**src/rtl/multi_sqwave_pkg.sv**
```systemverilog
// Shared types and helpers for the multi-channel square/PWM wave generator.
package multi_sqwave_pkg;

    typedef enum logic [1:0] {
        ST_IDLE = 2'd0,
        ST_HIGH = 2'd1,
        ST_LOW  = 2'd2
    } sqw_state_t;

    // Prescaler counter width; a single bit is kept even when PRESCALE is 1.
    function automatic int presc_width(input int presc);
        return (presc > 1) ? $clog2(presc) : 1;
    endfunction

endpackage

```
**src/rtl/sqwave_channel.sv**
```systemverilog
// One wave channel: segment FSM, shadowed high/low lengths, tick-driven segment counter.
//
// state   | meaning
// --------+-------------------------------------------------------------
// ST_IDLE | output low; waits for enable together with a prescaler tick
// ST_HIGH | output high; counts ticks up to the shadowed high length
// ST_LOW  | output low; counts ticks up to the shadowed low length
module sqwave_channel
    import multi_sqwave_pkg::*;
#(
    parameter int CNT_W = 8
) (
    input  logic             i_clk,
    input  logic             i_rst_n,
    input  logic             i_tick,
    input  logic             i_en,
    input  logic [CNT_W-1:0] i_high_len,
    input  logic [CNT_W-1:0] i_low_len,
    output logic             o_q,
    output logic             o_period_tick
);

    localparam logic [CNT_W-1:0] ONE = CNT_W'(1);

    sqw_state_t       state, state_nxt;
    logic [CNT_W-1:0] cnt, cnt_nxt;
    logic [CNT_W-1:0] sh_high, sh_high_nxt;
    logic [CNT_W-1:0] sh_low, sh_low_nxt;
    logic             q_nxt, ptick_nxt;
    logic             do_load, at_boundary;

    // Next-state, counter, shadow and output decode; a load at a period boundary
    // captures fresh lengths so the next period starts whole.
    always_comb begin
        state_nxt   = state;
        cnt_nxt     = cnt;
        sh_high_nxt = sh_high;
        sh_low_nxt  = sh_low;
        ptick_nxt   = 1'b0;
        do_load     = 1'b0;
        at_boundary = 1'b0;

        if (!i_en) begin
            state_nxt = ST_IDLE;
            cnt_nxt   = '0;
        end else begin
            case (state)
                ST_IDLE: begin
                    if (i_tick) begin
                        do_load = 1'b1;
                    end
                end
                ST_HIGH: begin
                    if (i_tick) begin
                        if (cnt == sh_high - ONE) begin
                            if (sh_low != '0) begin
                                state_nxt = ST_LOW;
                                cnt_nxt   = '0;
                            end else begin
                                at_boundary = 1'b1;
                            end
                        end else begin
                            cnt_nxt = cnt + ONE;
                        end
                    end
                end
                ST_LOW: begin
                    if (i_tick) begin
                        if (cnt == sh_low - ONE) begin
                            at_boundary = 1'b1;
                        end else begin
                            cnt_nxt = cnt + ONE;
                        end
                    end
                end
                default: begin
                    state_nxt = ST_IDLE;
                    cnt_nxt   = '0;
                end
            endcase

            if (do_load || at_boundary) begin
                sh_high_nxt = i_high_len;
                sh_low_nxt  = i_low_len;
                cnt_nxt     = '0;
                if (i_high_len != '0) begin
                    state_nxt = ST_HIGH;
                end else if (i_low_len != '0) begin
                    state_nxt = ST_LOW;
                end else begin
                    state_nxt = ST_IDLE;
                end
                // Both lengths zero drops back to idle without announcing a period.
                ptick_nxt = at_boundary && ((i_high_len != '0) || (i_low_len != '0));
            end
        end

        q_nxt = (state_nxt == ST_HIGH);
    end

    // State, counter, shadows and registered outputs.
    always_ff @(posedge i_clk) begin
        if (!i_rst_n) begin
            state         <= ST_IDLE;
            cnt           <= '0;
            sh_high       <= '0;
            sh_low        <= '0;
            o_q           <= 1'b0;
            o_period_tick <= 1'b0;
        end else begin
            state         <= state_nxt;
            cnt           <= cnt_nxt;
            sh_high       <= sh_high_nxt;
            sh_low        <= sh_low_nxt;
            o_q           <= q_nxt;
            o_period_tick <= ptick_nxt;
        end
    end

endmodule

```
**src/rtl/multi_sqwave_gen.sv**
```systemverilog
// Multi-channel square/PWM generator: shared tick prescaler feeding NUM_CH channels.
module multi_sqwave_gen
    import multi_sqwave_pkg::*;
#(
    parameter int NUM_CH   = 4,
    parameter int CNT_W    = 8,
    parameter int PRESCALE = 10
) (
    input  logic                    i_clk,
    input  logic                    i_rst_n,
    input  logic [NUM_CH-1:0]       i_en,
    input  logic [NUM_CH*CNT_W-1:0] i_high_len,
    input  logic [NUM_CH*CNT_W-1:0] i_low_len,
    output logic [NUM_CH-1:0]       o_q,
    output logic [NUM_CH-1:0]       o_period_tick
);

    localparam int            PS_W   = presc_width(PRESCALE);
    localparam logic [PS_W-1:0] PS_MAX = PS_W'(PRESCALE - 1);
    localparam logic [PS_W-1:0] PS_ONE = PS_W'(1);

    logic [PS_W-1:0] ps_cnt;
    logic            w_tick;

    assign w_tick = (ps_cnt == PS_MAX);

    // Free-running prescaler; with PRESCALE of 1 it stays at zero and ticks every cycle.
    always_ff @(posedge i_clk) begin
        if (!i_rst_n) begin
            ps_cnt <= '0;
        end else if (w_tick) begin
            ps_cnt <= '0;
        end else begin
            ps_cnt <= ps_cnt + PS_ONE;
        end
    end

    for (genvar c = 0; c < NUM_CH; c++) begin : g_ch
        sqwave_channel #(
            .CNT_W(CNT_W)
        ) u_ch (
            .i_clk         (i_clk),
            .i_rst_n       (i_rst_n),
            .i_tick        (w_tick),
            .i_en          (i_en[c]),
            .i_high_len    (i_high_len[c*CNT_W +: CNT_W]),
            .i_low_len     (i_low_len[c*CNT_W +: CNT_W]),
            .o_q           (o_q[c]),
            .o_period_tick (o_period_tick[c])
        );
    end

endmodule

```
**config.mk**
```make
export PLATFORM = sky130hd
export DESIGN_NAME = multi_sqwave_gen
export DESIGN_NICKNAME = d
export VERILOG_FILES = /design/src/rtl/multi_sqwave_pkg.sv /design/src/rtl/sqwave_channel.sv /design/src/rtl/multi_sqwave_gen.sv
export SDC_FILE = /design/constraint.sdc
export NUM_CORES = 1
export LEC_CHECK = 0
export ABC_AREA = 0
export CORE_ASPECT_RATIO = 1.4
export CORE_MARGIN = 5
export CORE_UTILIZATION = 40
export DETAILED_ROUTE_END_ITERATION = 12
export PLACE_DENSITY = 0.59
export SKIP_CTS_REPAIR_TIMING = 1
export SYNTH_ARGS = -nofsm -noshare
export SYNTH_HDL_FRONTEND = slang
export SYNTH_SLANG_ARGS = --single-unit
export TNS_END_PERCENT = 20
```
**constraint.sdc**
```tcl
create_clock -name i_clk -period 8.9 [get_ports i_clk]
set_input_delay 1.78 -clock i_clk [delete_from_list [all_inputs] [get_ports i_clk]]
set_output_delay 1.78 -clock i_clk [all_outputs]
set_load 0.005 [all_outputs]
```
# Word-level counts from Yosys, hierarchy flattened

Cells that the tools add are included.

Register bits after elaboration: 116
Output and inout port bits: 8
Logic and storage cells: 226

$add $sub $neg: 13
Eq/ne operators: 37
Muxes and demuxes: 93
Bitwise logic cells: 9
Reduce and logical (&&, ||, !) cells: 49

Operators with widths:

| cell                                              | number |
|---|---|
| 2-to-1 mux 8 bit                                  | 20 |
| case mux 8 bit (3 select lines)                   | 4 |
| nonzero test 8 bit                                | 12 |
| == test 8 bit                                     | 8 |
| subtractor 8 x 1 -> 8 bit (second input constant) | 8 |
| 2-to-1 mux 2 bit                                  | 28 |
| 2-to-1 mux 1 bit                                  | 33 |
| adder 8 x 1 -> 8 bit (second input constant)      | 4 |
| inequality test 2 bit (second input constant)     | 10 |
| AND reduction 5 bit                               | 4 |
| == test 2 x 1 -> 1 bit (second input constant)    | 8 |
| case mux 2 bit (2 select lines)                   | 4 |
| inequality test 3 bit (second input constant)     | 4 |
| AND reduction 3 bit                               | 4 |
| OR reduction 3 bit                                | 4 |
| OR reduction 2 bit                                | 5 |
| NOT 1 bit                                         | 9 |
| == test 2 bit (second input constant)             | 4 |
| logical NOT 2 bit                                 | 4 |
| logical OR 1 bit                                  | 8 |
| case mux 1 bit (2 select lines)                   | 4 |
| AND reduction 2 bit                               | 4 |
| adder 4 x 1 -> 4 bit (second input constant)      | 1 |
| == test 4 bit (second input constant)             | 1 |
| other kinds (2)                                   | 6 |

# Logic depth before layout (Yosys ltp)

Depth after elaboration: 10
Mapped depth: 14
Depth with buffers taken out: 10

# By module

From an unflattened synthesis, not the netlist that was laid out.

Cells, all modules: 1017
Area, all modules: 8031.5 um^2

Modules (own cells, without submodules):

| module                            | times used | cells an instance | area an instance (um^2) |
|---|---|---|---|
| sqwave_channel (g_ch[1].u_ch ...) | 2          | 249               | 1936.9 |
| sqwave_channel (g_ch[0].u_ch)     | 1          | 252               | 2015.7 |
| sqwave_channel (g_ch[3].u_ch)     | 1          | 247               | 1953.1 |
| multi_sqwave_gen                  | 1          | 20                | 188.9 |

# Worst setup path before layout

OpenSTA, ideal clock, no wires.

Path type: input to register
Start: in i_high_len[19]
End: reg g_ch[2].u_ch.o_q
Data arrival time: 2.980 ns
Required time: 8.785 ns
Setup slack: 5.806 ns
Cell stages on the path: 5
Path through: or4_1 nor2_1 o21ai_0 mux2_1 o21a_1

Longest elaborated chain between the ends: 5

Ends and longest elaborated chain:

| what                   | RTL line               | source |
|---|---|---|
| from (decl)            | multi_sqwave_gen.sv:12 | `input logic [NUM_CH*CNT_W-1:0] i_high_len,` |
| nonzero test 8 bit     | sqwave_channel.sv:86   | `if (i_high_len != '0) begin` |
| 2-to-1 mux 2 bit       | sqwave_channel.sv:86   |  |
| 2-to-1 mux 2 bit       | sqwave_channel.sv:82   | `if (do_load \|\| at_boundary) begin` |
| 2-to-1 mux 2 bit       | sqwave_channel.sv:43   | `if (!i_en) begin` |
| == test 2 x 1 -> 1 bit | sqwave_channel.sv:98   | `q_nxt = (state_nxt == ST_HIGH);` |
| to (signal assigned)   | sqwave_channel.sv:115  | `o_q <= q_nxt;` |
| to (decl)              | sqwave_channel.sv:19   | `output logic o_q,` |

No other way between the ends.
A chain may end at the register's enable or synchronous reset.

# Worst setup path in the final report

Start: reg g_ch[1].u_ch.sh_low[0]
End: reg g_ch[1].u_ch.sh_high[2]

Longest elaborated chain between the ends: 8

Ends and longest elaborated chain:

| what                                                            | RTL line                                   | source |
|---|---|---|
| from (decl)                                                     | sqwave_channel.sv:28                       | `logic [CNT_W-1:0] sh_low, sh_low_nxt;` |
| from (signal assigned)                                          | sqwave_channel.sv:114                      | `sh_low <= sh_low_nxt;` |
| subtractor 8 x 1 -> 8 bit or nonzero test 8 bit (tied branches) | sqwave_channel.sv:69, sqwave_channel.sv:56 |  |
| == test 8 bit or 2-to-1 mux 1 bit (tied branches)               | sqwave_channel.sv:69, sqwave_channel.sv:56 |  |
| 2-to-1 mux 1 bit (on tied branches)                             | sqwave_channel.sv:69, sqwave_channel.sv:55 |  |
| 2-to-1 mux 1 bit (on tied branches)                             | sqwave_channel.sv:68, sqwave_channel.sv:54 |  |
| case mux 1 bit (2 select lines) *                               | sqwave_channel.sv:47                       | `case (state)` |
| 2-to-1 mux 1 bit *                                              | sqwave_channel.sv:43                       |  |
| logical OR 1 bit *                                              | sqwave_channel.sv:82                       |  |
| AND reduction 2 bit (no line) *                                 | --                                         |  |
| to (signal assigned)                                            | sqwave_channel.sv:113                      | `sh_high <= sh_high_nxt;` |
| to (decl)                                                       | sqwave_channel.sv:27                       | `logic [CNT_W-1:0] sh_high, sh_high_nxt;` |

Mark *: on every way between the ends. The rest lies on a longest branch, timed or not. The select of a mux whose other input is x is not followed.

==> results.md <==
- Final WL: 18100 um
- First-pass detailed-route iteration total: 4
- RSZ-0062 raised after global routing: false
- First-pass GRT wire length: 30700 um
- Clock buffer depth: 2
- Vias in the first global route: 6362
- Worst setup path class: flip-flop to flip-flop
- Status: finished, final reports clean
- DRC: 0
- Async SR Flop Fraction: 0%
- Vias: 6509
- Largest cells by area after synthesis: dfxtp_1 30%, mux2i_1 7.1%, xnor2_1 6.4%
- Leak: around 3.4 nW
- CP max stage cell: and2_1
- Most common cell in the synthesized netlist: dfxtp_1
- Gr usage total: roughly 17%
- DRT iter0 DRCs: 315
- Critical path required time: 9.24 ns
- Total global routing overflow: 0
- CP cell instances: inv_1 -> ha_1 -> o21ba_1 -> a221oi_1 -> a41oi_1 -> a2111oi_4 -> nand2_1 -> a31oi_2 -> and2_1 -> mux2i_1
- Die X: 127 um
- Clock Skews: 0.00909 ns
- Setup_tns: 0 ns
- Area grow syn2layout: 18.3%
- Crit path max fanout: 16
- Largest net degree at the start of global routing: 71
- CTS tree: built
- Yosys cell types: 75
- Ratio of cells with drive above 1 in the final layout: approximately 4.7%
- CTS Buf Count: 17
- H-tree levels: 4
- Max_slew headroom: a little under a quarter
- EDFF count, synth: 0
- Final Core Density: 47.5%
- Ys flop type: dfxtp_1
- Peak supply drop: 120 uV
- Post-synthesis net count: just over 1000
- Area share of the largest cell type after synthesis: 30.3%
- Area leader, netlist: dfxtp_1
- Antenna-violating nets left: 0
- Starting Density: 40.2%
- Final nets: approximately 1100
- Syn Area/Cell: around 8.2 um^2
- PwrDens: 141 mW/mm^2
- Wirelength per Cell: between 10 and 15 um
- Via density: ~5.3
- WP data arrival: ~4 ns
- Worst Max-Slew Pin Slew: 1.15 ns
- Crit-path max cell delay: 0.81 ns
- Seq/Total Area, Yosys: 30.3%
- Initial antenna violation count: 0
- Core area: around 0.019 mm^2
- HP Class: flip-flop to flip-flop
- Final Critical Period: 3.58 ns
- # rows: 60
- CTS Sinks: 116
- Reg clk slew, reported paths: 0.05 ns
- Final period util: 40.3%
- # diodes: 0
- Die H: roughly 170 um
- Final-report max-slew violation count: 0
- Root buffer cell: clkbuf_16
- Synth top cells by count: 116 x dfxtp_1, 90 x nor2_1, 77 x nand2_1
- RePlAce Congestion: around 0.82
- Later-pin clock latency in the skew report: 0.42 ns
- Cell Area, Synth: 0.00766 mm^2
- Max Fclk: ~0.28 GHz
- Die area: approximately 0.022 mm^2
- Hold Fails Final Rpt: 0
- Final setup fails: 0
- Crit start category: flip-flop
- CP endpoint kind: flip-flop
- Synth warn: 0
- Synthesized flop and latch total: ~120
- # port buffers: 77
- Cell count after synthesis: 931
- Max-cap violations: 0
- I/O Pins: 78
- Detailed Place HPWL: 13500 um
-- where the power goes --
group	leakage, nW	internal [mW]	switching, mW	total (mW)
sequential	0.934	0.521	0.00137	0.522
clock	0.286	0.448	0.244	0.692
combinational	2.15	0.0353	0.0260	0.0613
total	3.37	1.00	0.272	1.28
-- area by class of cell --
cell class | count | area [um^2]
Timing Repair Buffer | 79 | 783
Sequential cell | 116 | 2320
Multi-Input combinational cell | 724 | 4930
Clock buffer | 19 | 453
Fill cell | 1911 | 10000
Clock inverter | 10 | 134
Tap cell | 248 | 310
Inverter | 36 | 135
-- cells by family after synthesis --
family | synth area share, %
multiplexers | 7.35
AND/OR/NAND/NOR | 28.4
XOR/XNOR | 11.3
buffers and inverters | 5.47
flip-flops | 30.3
AO/OA/AOI/OAI | 12.3
adder cells (fa/ha/maj) | 4.90
-- layer usage --
layer	wire [um]	track usage (%)	up-vias
met5	0	0	-
met4	374	6.08	0
met3	676	3.79	33
met2	8700	28.5	124
met1	8360	20.8	2982
li1	-	-	3370
-- worst paths after layout --
path	startpoint	to	slack, ns	depth (start not counted)
hold reg to reg	ps_cnt[0]	ps_cnt[0]	0.47	1
setup / recovery	g_ch[1].u_ch.sh_low[0]	g_ch[1].u_ch.sh_high[2]	5.32	10
hold / removal	ps_cnt[0]	ps_cnt[0]	0.47	1
setup reg to reg	g_ch[1].u_ch.sh_low[0]	g_ch[1].u_ch.sh_high[2]	5.32	10
-- layout by cell type (no fill, tap or decap), types with 30 or more instances in the layout --
master           instances
xor2_1                  43
nor2b_1                 42
nor3_1                  33
clkdlybuf4s50_1         76
nor2_1                  90
nand2_1                 77
dfxtp_1                116
ha_1                    30
mux2i_1                 54
inv_1                   36
xnor2_1                 56
nand3_1                 47
-- sequential cells by signal, summed over array words and instances, names as in the netlist --
name and flops:
g_ch.u_ch.cnt 32, g_ch.u_ch.o_period_tick 4, g_ch.u_ch.o_q 4, g_ch.u_ch.sh_high 32
g_ch.u_ch.sh_low 32, g_ch.u_ch.state 8, ps_cnt 4
-- critical path, delay by kind of cell (launching register included) --
kind,cells,cell delay [ns]
adders and majority gates,1,0.31
AOI/OAI and AO/OA,5,1.41
and+or+nand+nor,2,0.95
buffers and inverters,1,0.08
muxes,1,0.27
DFF,1,0.48
-- metrics by stage --
step | cell area [um^2] | hold WS [ns] | cells | total power [mW] | setup slack, ns
global placement | 8480 | 0.453 | 1203 | 0.595 | 5.25
floorplan | 7660 | 0.433 | 931 | 0.554 | 5.81
detailed placement | 8480 | 0.463 | 1203 | 0.595 | 5.24
CTS | 9060 | 0.473 | 1232 | 1.29 | 5.27
finish | 9060 | 0.467 | 1232 | 1.28 | 5.32
global route | 9060 | 0.490 | 1232 | 1.33 | 5.03
No activity file was read; power rests on OpenSTA's default activity.
